File: config.mk
export PLATFORM = sky130hd
export DESIGN_NAME = pc_redirect_unit
export DESIGN_NICKNAME = d
export VERILOG_FILES = /design/src/rtl/pc_redirect_unit.sv
export SDC_FILE = /design/constraint.sdc
export NUM_CORES = 1
export LEC_CHECK = 0
export ABC_AREA = 0
export BUFFER_PORTS_ARGS = -buffer_cell sky130_fd_sc_hd__buf_2
export CAP_MARGIN = 20
export CORE_ASPECT_RATIO = 1.75
export CORE_MARGIN = 1.5
export CORE_UTILIZATION = 60
export CTS_CLUSTER_DIAMETER = 200
export DETAILED_ROUTE_END_ITERATION = 6
export GPL_ROUTABILITY_DRIVEN = 0
export HOLD_SLACK_MARGIN = 0.08
export PLACE_DENSITY = 0.9
export REMOVE_ABC_BUFFERS = 1
export SYNTH_ARGS = -nofsm -noshare
export SYNTH_HDL_FRONTEND = slang
export SYNTH_SLANG_ARGS = --single-unit
File: constraint.sdc
create_clock -name clk -period 7.4 [get_ports clk]
set_input_delay 1.48 -clock clk [delete_from_list [all_inputs] [get_ports clk]]
set_output_delay 1.48 -clock clk [all_outputs]
set_load 0.03 [all_outputs]
File: src/rtl/pc_redirect_unit.sv
// PC register and control-flow redirect stage: resolves branch/JAL/JALR targets,
// sequences redirects against the imem handshake, and keeps branch statistics.
module pc_redirect_unit #(
  parameter logic [31:0] RESET_VECTOR = 32'h0000_0000,
  parameter logic [31:0] TRAP_VECTOR  = 32'h0000_0004,
  parameter int          CNT_W        = 16
) (
  input  logic             clk,
  input  logic             reset,
  input  logic             stall,
  input  logic             imem_ready,
  input  logic             ex_branch,
  input  logic             ex_jal,
  input  logic             ex_jalr,
  input  logic             branch_taken,
  input  logic [31:0]      ex_pc,
  input  logic [31:0]      ex_imm,
  input  logic [31:0]      ex_rs1,
  output logic [31:0]      pc_out,
  output logic [31:0]      pc_plus4,
  output logic             flush_if_id,
  output logic             flush_id_ex,
  output logic             misaligned_fault,
  output logic [CNT_W-1:0] branch_cnt,
  output logic [CNT_W-1:0] taken_cnt
);

  typedef enum logic {RUN, PENDING} state_e;

  localparam logic [CNT_W-1:0] CNT_ONE = {{(CNT_W-1){1'b0}}, 1'b1};

  state_e           state_q, state_d;
  logic [31:0]      pc_q, pc_d;
  logic [31:0]      pend_q, pend_d;
  logic             fault_q, fault_d;
  logic [CNT_W-1:0] bcnt_q, bcnt_d;
  logic [CNT_W-1:0] tcnt_q, tcnt_d;

  logic        req, mis;
  logic [31:0] tgt_raw, tgt_eff;

  always_comb begin
    req     = (ex_branch & branch_taken) | ex_jal | ex_jalr;
    tgt_raw = ex_jalr ? ((ex_rs1 + ex_imm) & 32'hFFFF_FFFE) : (ex_pc + ex_imm);
    mis     = tgt_raw[1:0] != 2'b00;
    tgt_eff = mis ? TRAP_VECTOR : tgt_raw;
  end

  always_comb begin
    state_d     = state_q;
    pc_d        = pc_q;
    pend_d      = pend_q;
    fault_d     = 1'b0;
    bcnt_d      = bcnt_q;
    tcnt_d      = tcnt_q;
    flush_if_id = 1'b0;
    flush_id_ex = 1'b0;
    case (state_q)
      RUN: begin
        if (ex_branch && bcnt_q != '1) bcnt_d = bcnt_q + CNT_ONE;
        if (ex_branch && branch_taken && tcnt_q != '1) tcnt_d = tcnt_q + CNT_ONE;
        if (req) begin
          fault_d     = mis;
          flush_if_id = 1'b1;
          flush_id_ex = 1'b1;
          if (imem_ready) begin
            pc_d = tgt_eff;
          end else begin
            pend_d  = tgt_eff;
            state_d = PENDING;
          end
        end else if (!stall && imem_ready) begin
          pc_d = pc_q + 32'd4;
        end
      end
      PENDING: begin
        // EX holds bubbles here; only the imem handshake matters
        if (imem_ready) begin
          pc_d        = pend_q;
          state_d     = RUN;
          flush_if_id = 1'b1;
        end
      end
      default: state_d = RUN;
    endcase
    if (reset) begin
      flush_if_id = 1'b0;
      flush_id_ex = 1'b0;
    end
  end

  always_ff @(posedge clk) begin
    if (reset) begin
      state_q <= RUN;
      pc_q    <= RESET_VECTOR;
      pend_q  <= 32'h0;
      fault_q <= 1'b0;
      bcnt_q  <= '0;
      tcnt_q  <= '0;
    end else begin
      state_q <= state_d;
      pc_q    <= pc_d;
      pend_q  <= pend_d;
      fault_q <= fault_d;
      bcnt_q  <= bcnt_d;
      tcnt_q  <= tcnt_d;
    end
  end

  assign pc_out           = pc_q;
  assign pc_plus4         = pc_q + 32'd4;
  assign misaligned_fault = fault_q;
  assign branch_cnt       = bcnt_q;
  assign taken_cnt        = tcnt_q;

endmodule
=== Yosys cells after proc, flatten, opt, wreduce, memory -nomap -nowiden ===
Cells that the tools add are included.

* Bits in registers: 98
* Input bits: 104

* Reductions and logical operators: 11
* Mux-type cells: 16
* Bitwise gates (word level): 6
* $add $sub $neg: 5
* Equal/unequal tests: 5

{| class="wikitable"
|+ Operators with widths
! kind !! number
|-
| $mux 32 || 6
|-
| $add 32x32->32 || 2
|-
| $pmux 32 s2 || 1
|-
| $add 16x1->16 const B || 2
|-
| $add 32x3->32 const B || 1
|-
| $ne 16x16->1 const B || 2
|-
| $mux 1 || 7
|-
| $ne 3x3->1 const B || 2
|-
| $reduce_and 3->1 || 2
|-
| $logic_and 1x1->1 || 4
|-
| $pmux 1 s2 || 2
|-
| $reduce_and 2->1 || 2
|-
| $not 1->1 || 3
|-
| $reduce_or 3->1 || 1
|-
| $ne 2x2->1 const B || 1
|-
| $or 1x1->1 || 2
|-
| $reduce_bool 2->1 || 1
|-
| $and 1x1->1 || 1
|-
| $logic_not 1->1 || 1
|}

=== Logic depth before layout (Yosys ltp) ===
* Word-level depth: 7
* Mapped depth: 13
* Depth with buffers taken out: 13

=== Worst setup path before layout ===
No wires, ideal clock.

* Path type: input -> output
* Start: in ex_branch
* End: out flush_if_id
* Cell stages on the path: 5
* Arrival: 2.810 ns
* Path buffers: 1
* Slack: 3.110 ns
* Required time: 5.920 ns
* Path through: nand2_1 nand2_1 nor2_1 clkbuf_1 nor3_1

* Longest elaborated chain between the ends: 6

{| class="wikitable"
|+ RTL lines
! element !! line !! RTL
|-
| start, declared || 12 || <nowiki>input logic ex_branch,</nowiki>
|-
| $and 1x1->1 || 43 || <nowiki>req = (ex_branch & branch_taken) | ex_jal | ex_jalr;</nowiki>
|-
| $or 1x1->1 (2 in a row) || 43 ||
|-
| $mux 1 || 62 || <nowiki>if (req) begin</nowiki>
|-
| $pmux 1 s2 || 58 || <nowiki>case (state_q)</nowiki>
|-
| $mux 1 || 86 || <nowiki>if (reset) begin</nowiki>
|-
| end, declared || 21 || <nowiki>output logic flush_if_id,</nowiki>
|}

Every way passes these cells.

=== Worst setup path in the final report ===
* Start: in ex_jalr
* End: out flush_if_id

* Longest elaborated chain between the ends: 4

{| class="wikitable"
|+ RTL lines
! element !! line !! RTL
|-
| start, declared || 14 || <nowiki>input logic ex_jalr,</nowiki>
|-
| $or 1x1->1 || 43 ||
|-
| $mux 1 || 62 ||
|-
| $pmux 1 s2 || 58 ||
|-
| $mux 1 || 86 ||
|}

Every way passes these cells.

==> metrics.md <==
| Metric | Value |
|---|---|
| Status | completed |
| CP Class | in2out |
| DP Worst Slack | roughly 2.8 ns |
| CP max-delay cell | buf_2 |
| Clock slew at reported path FFs | approximately 0.07 ns |
| Hold Startpoint | pend_q[28]$_SDFFE_PP0P_ |
| Crit Reg-Reg Endpoint | pc_out[29]$_SDFFE_PP0P_ |
| Drt first-iter violations | ~700 |
| Layout area overhead | 15.6% |
| Synthesized area | roughly 8600 um2 |
| Final worst path period need | approximately 4.6 ns |
| DR DRC count | 0 |
| Via count | between 9000 and 10000 |
| Fillers | 1135 |
| Total inserted antenna cells | 0 |
| GR Layer Usage met3 | 3.30% |
| Clock insertion delay at the later pin of the skew report | ~0.35 ns |
| Worst Slack Setup Final | around 2.8 ns |
| Final Hold Vio Count | 0 |
| Share of synthesized area occupied by flip-flops and latches | 22.8% |
| Sink Count | 98 |
| Reg2Reg Depth | 10 |
| Average wire per standard cell | roughly 17 um |
| Crit-path max cell delay | ~0.5 ns |
| Max-slew headroom | between 30% and 40% |
| Ys flop type | dfxtp_1 |
| Yosys top cell area share | 22.8% |
| Initial antenna violation count | 0 |
| Vias in the first global route | ~9000 |
| CP cell instances | buf_2, nor2_1, nand2_1, nor2_1, buf_4, nor3_1, buf_2 |
| Leak pwr | 4.55 nW |
| Max Cap Viol | 0 |
| Mean post-synth cell area | 7.37 um2 |
| First-pass GRT wire length | around 41000 um |
| RSZ-0062 raised after global routing | false |
| EDFF count, synth | 0 |
| Netlist cell types | 79 |
| Top Ports | between 200 and 250 |
| H-tree levels | 3 |
| Crit path capture type | output pin |
| Hold-fix buffers at CTS | 0 |
| Cells after Synth | around 1200 |
| Layout cells sized above 1 | 18.7% |
| Setup violators final | 0 |
| CP Data Arrival Time | about 3.1 ns |
| VDD IR max | around 0.12 mV |
| P per Cell Area | between 150 and 200 nW/um2 |
| Setup TNS | 0 ns |
| Routed vias/inst | 6.30 |
| Async set-reset flop share out of synthesis | 0% |
| DRT Wirelength | ~26000 um |
| Die height | about 160 um |
| Met2 GRT Util | around 60% |
| GRT overflow | 0 |
| Hold path depth | 2 |
| Final #Nets | between 1000 and 1500 |
| Crit share post-route | slightly above 60% |
| R2r setup slk | about 4.4 ns |
| Clock root buffer | clkbuf_16 |
| Type of the most critical hold path | reg2reg |
| Gr busiest metal | met2 |
| Register bit total from synthesis | a little under 100 |
| Worst r2r src | pc_out[6]$_SDFFE_PP0P_ |
| Std-Cell Rows | 57 |
| Grt met1 use | around 36% |
| Longest Clk Path Bufs | 2 |
| Worst clock skew | around 0.0067 ns |
| Port bufs | slightly above 200 |
| Core Region | between 10000 and 15000 um2 |
| Worst Hold Path EP | pend_q[28]$_SDFFE_PP0P_ |
| CTS tree | yes |
| Largest net degree at the start of global routing | 74 |
| CP required | 5.92 ns |
| Synth warn | 0 |
| Die width | 93.5 um |
| Antenna-violating nets left | 0 |
| Die area | approximately 15000 um2 |
| Initial Util | between 60% and 70% |
| Post-detail-place hpwl | 20000 um |
| Gr usage total | approximately a third |
| CP startpoint kind | input pin |
| Num CTS Buffers | 9 |
| Post-CTS Setup Bufs | 0 |
| Leading area contributor after synthesis | dfxtp_1 |
| Synth area leaders | dfxtp_1, ha_1, a21oi_1 |
| Max Clk Rate | ~220 MHz |
| Least-Margin Pin Slew | 0.909 ns |
| DRT Pass-1 Iters | 5 |
| Slew Limit Fails | 0 |
| CP max FO | 38 |
| CTS resizes | 0 |
final cells by class:
class | count | area, um2 | area share [%]
Tap cell | 177 | 221 | 2.23
Multi-Input combinational cell | 973 | 6270 | 63.0
Sequential cell | 98 | 1960 | 19.7
Timing Repair Buffer | 210 | 1090 | 11.0
Clock inverter | 6 | 67.6 | 0.679
Clock buffer | 10 | 229 | 2.30
Inverter | 29 | 109 | 1.09
how the worst max path moves through the flow:
stage                     startpoint  slack, ns          end
final                        ex_jalr       2.80  flush_if_id
after global routing         ex_jalr       2.64  flush_if_id
after detailed placement     ex_jalr       2.83  flush_if_id
after floorplan            ex_branch       3.18  flush_if_id
after CTS                    ex_jalr       2.83  flush_if_id
after global placement       ex_jalr       2.86  flush_if_id
worst max-delay path, delay by kind of cell:
family	cells	cell delay (ns)
buf+inv	3	0.94
simple gates	4	0.67
kinds of logic (layout without fill, tap and decap cells):
logic type,count (synthesis),count (layout),synth area share [%]
buffers and inverters,97,255,4.40
multiplexers,11,11,1.28
AO/OA/AOI/OAI,369,369,29.1
XOR/XNOR,95,95,9.67
adder cells (fa/ha/maj),66,66,9.77
flip-flops,98,98,22.8
AND/OR/NAND/NOR,432,432,23.0
registers in the layout, indices dropped and copies added, names as in the netlist:
name	cells
pc_out	32
pend_q	32
state_q	1
misaligned_fault	1
branch_cnt	16
taken_cnt	16
routing by layer:
metal  vias to the layer above  routed length (um)
li1                       4545                   -
met1                      4338                9250
met2                       475               13200
met3                       104                1670
met4                         0                1440
met5                         -                   0
Yosys cell counts (23+ instances only):
| cell | instances |
|---|---|
| nand2_1 | 131 |
| dfxtp_1 | 98 |
| xor2_1 | 44 |
| nor2_1 | 134 |
| nand4_1 | 23 |
| xnor2_1 | 51 |
| nand3_1 | 43 |
| ha_1 | 64 |
| a21oi_1 | 111 |
| nor3_1 | 30 |
| o21ai_0 | 59 |
| clkbuf_1 | 57 |
| a21o_1 | 46 |
| inv_1 | 28 |
cells in the final DEF, fill, tap and decap left out, types with 9 or more instances in the layout:
cell,count
mux2i_1,11
a21o_1,46
o211ai_1,11
inv_1,28
o21a_1,16
or3_1,13
nand2_1,131
a211oi_1,18
dfxtp_1,98
xor2_1,44
nand2b_1,10
nor3_1,30
nand3_1,43
xnor2_1,51
a221oi_1,9
a21oi_1,111
ha_1,64
nand4_1,23
a22oi_1,12
a31oi_1,13
clkbuf_16,9
buf_2,202
and3_1,19
nor2_1,134
o21ai_0,59
where the power goes:
part / leakage (nW) / switching, W / total (W) / internal (W)
sequential: 0.797 / 0.0000256 / 0.000578 / 0.000553
clock: 0.139 / 0.000202 / 0.000464 / 0.000263
combinational: 3.61 / 0.000399 / 0.000636 / 0.000237
total: 4.55 / 0.000626 / 0.00168 / 0.00105
per-stage QoR:
step	instances	power, W	utilization, %	hold WS, ns	area (um2)
floorplan	1100	0.00102	-	0.417	8340
global placement	1486	0.00120	68.8	0.429	9620
detailed placement	1486	0.00121	68.8	0.435	9620
CTS	1502	0.00167	71.0	0.447	9920
global route	1503	0.00175	71.2	0.456	9950
finish	1503	0.00168	71.2	0.446	9950
(Power assumes the default switching activity.)
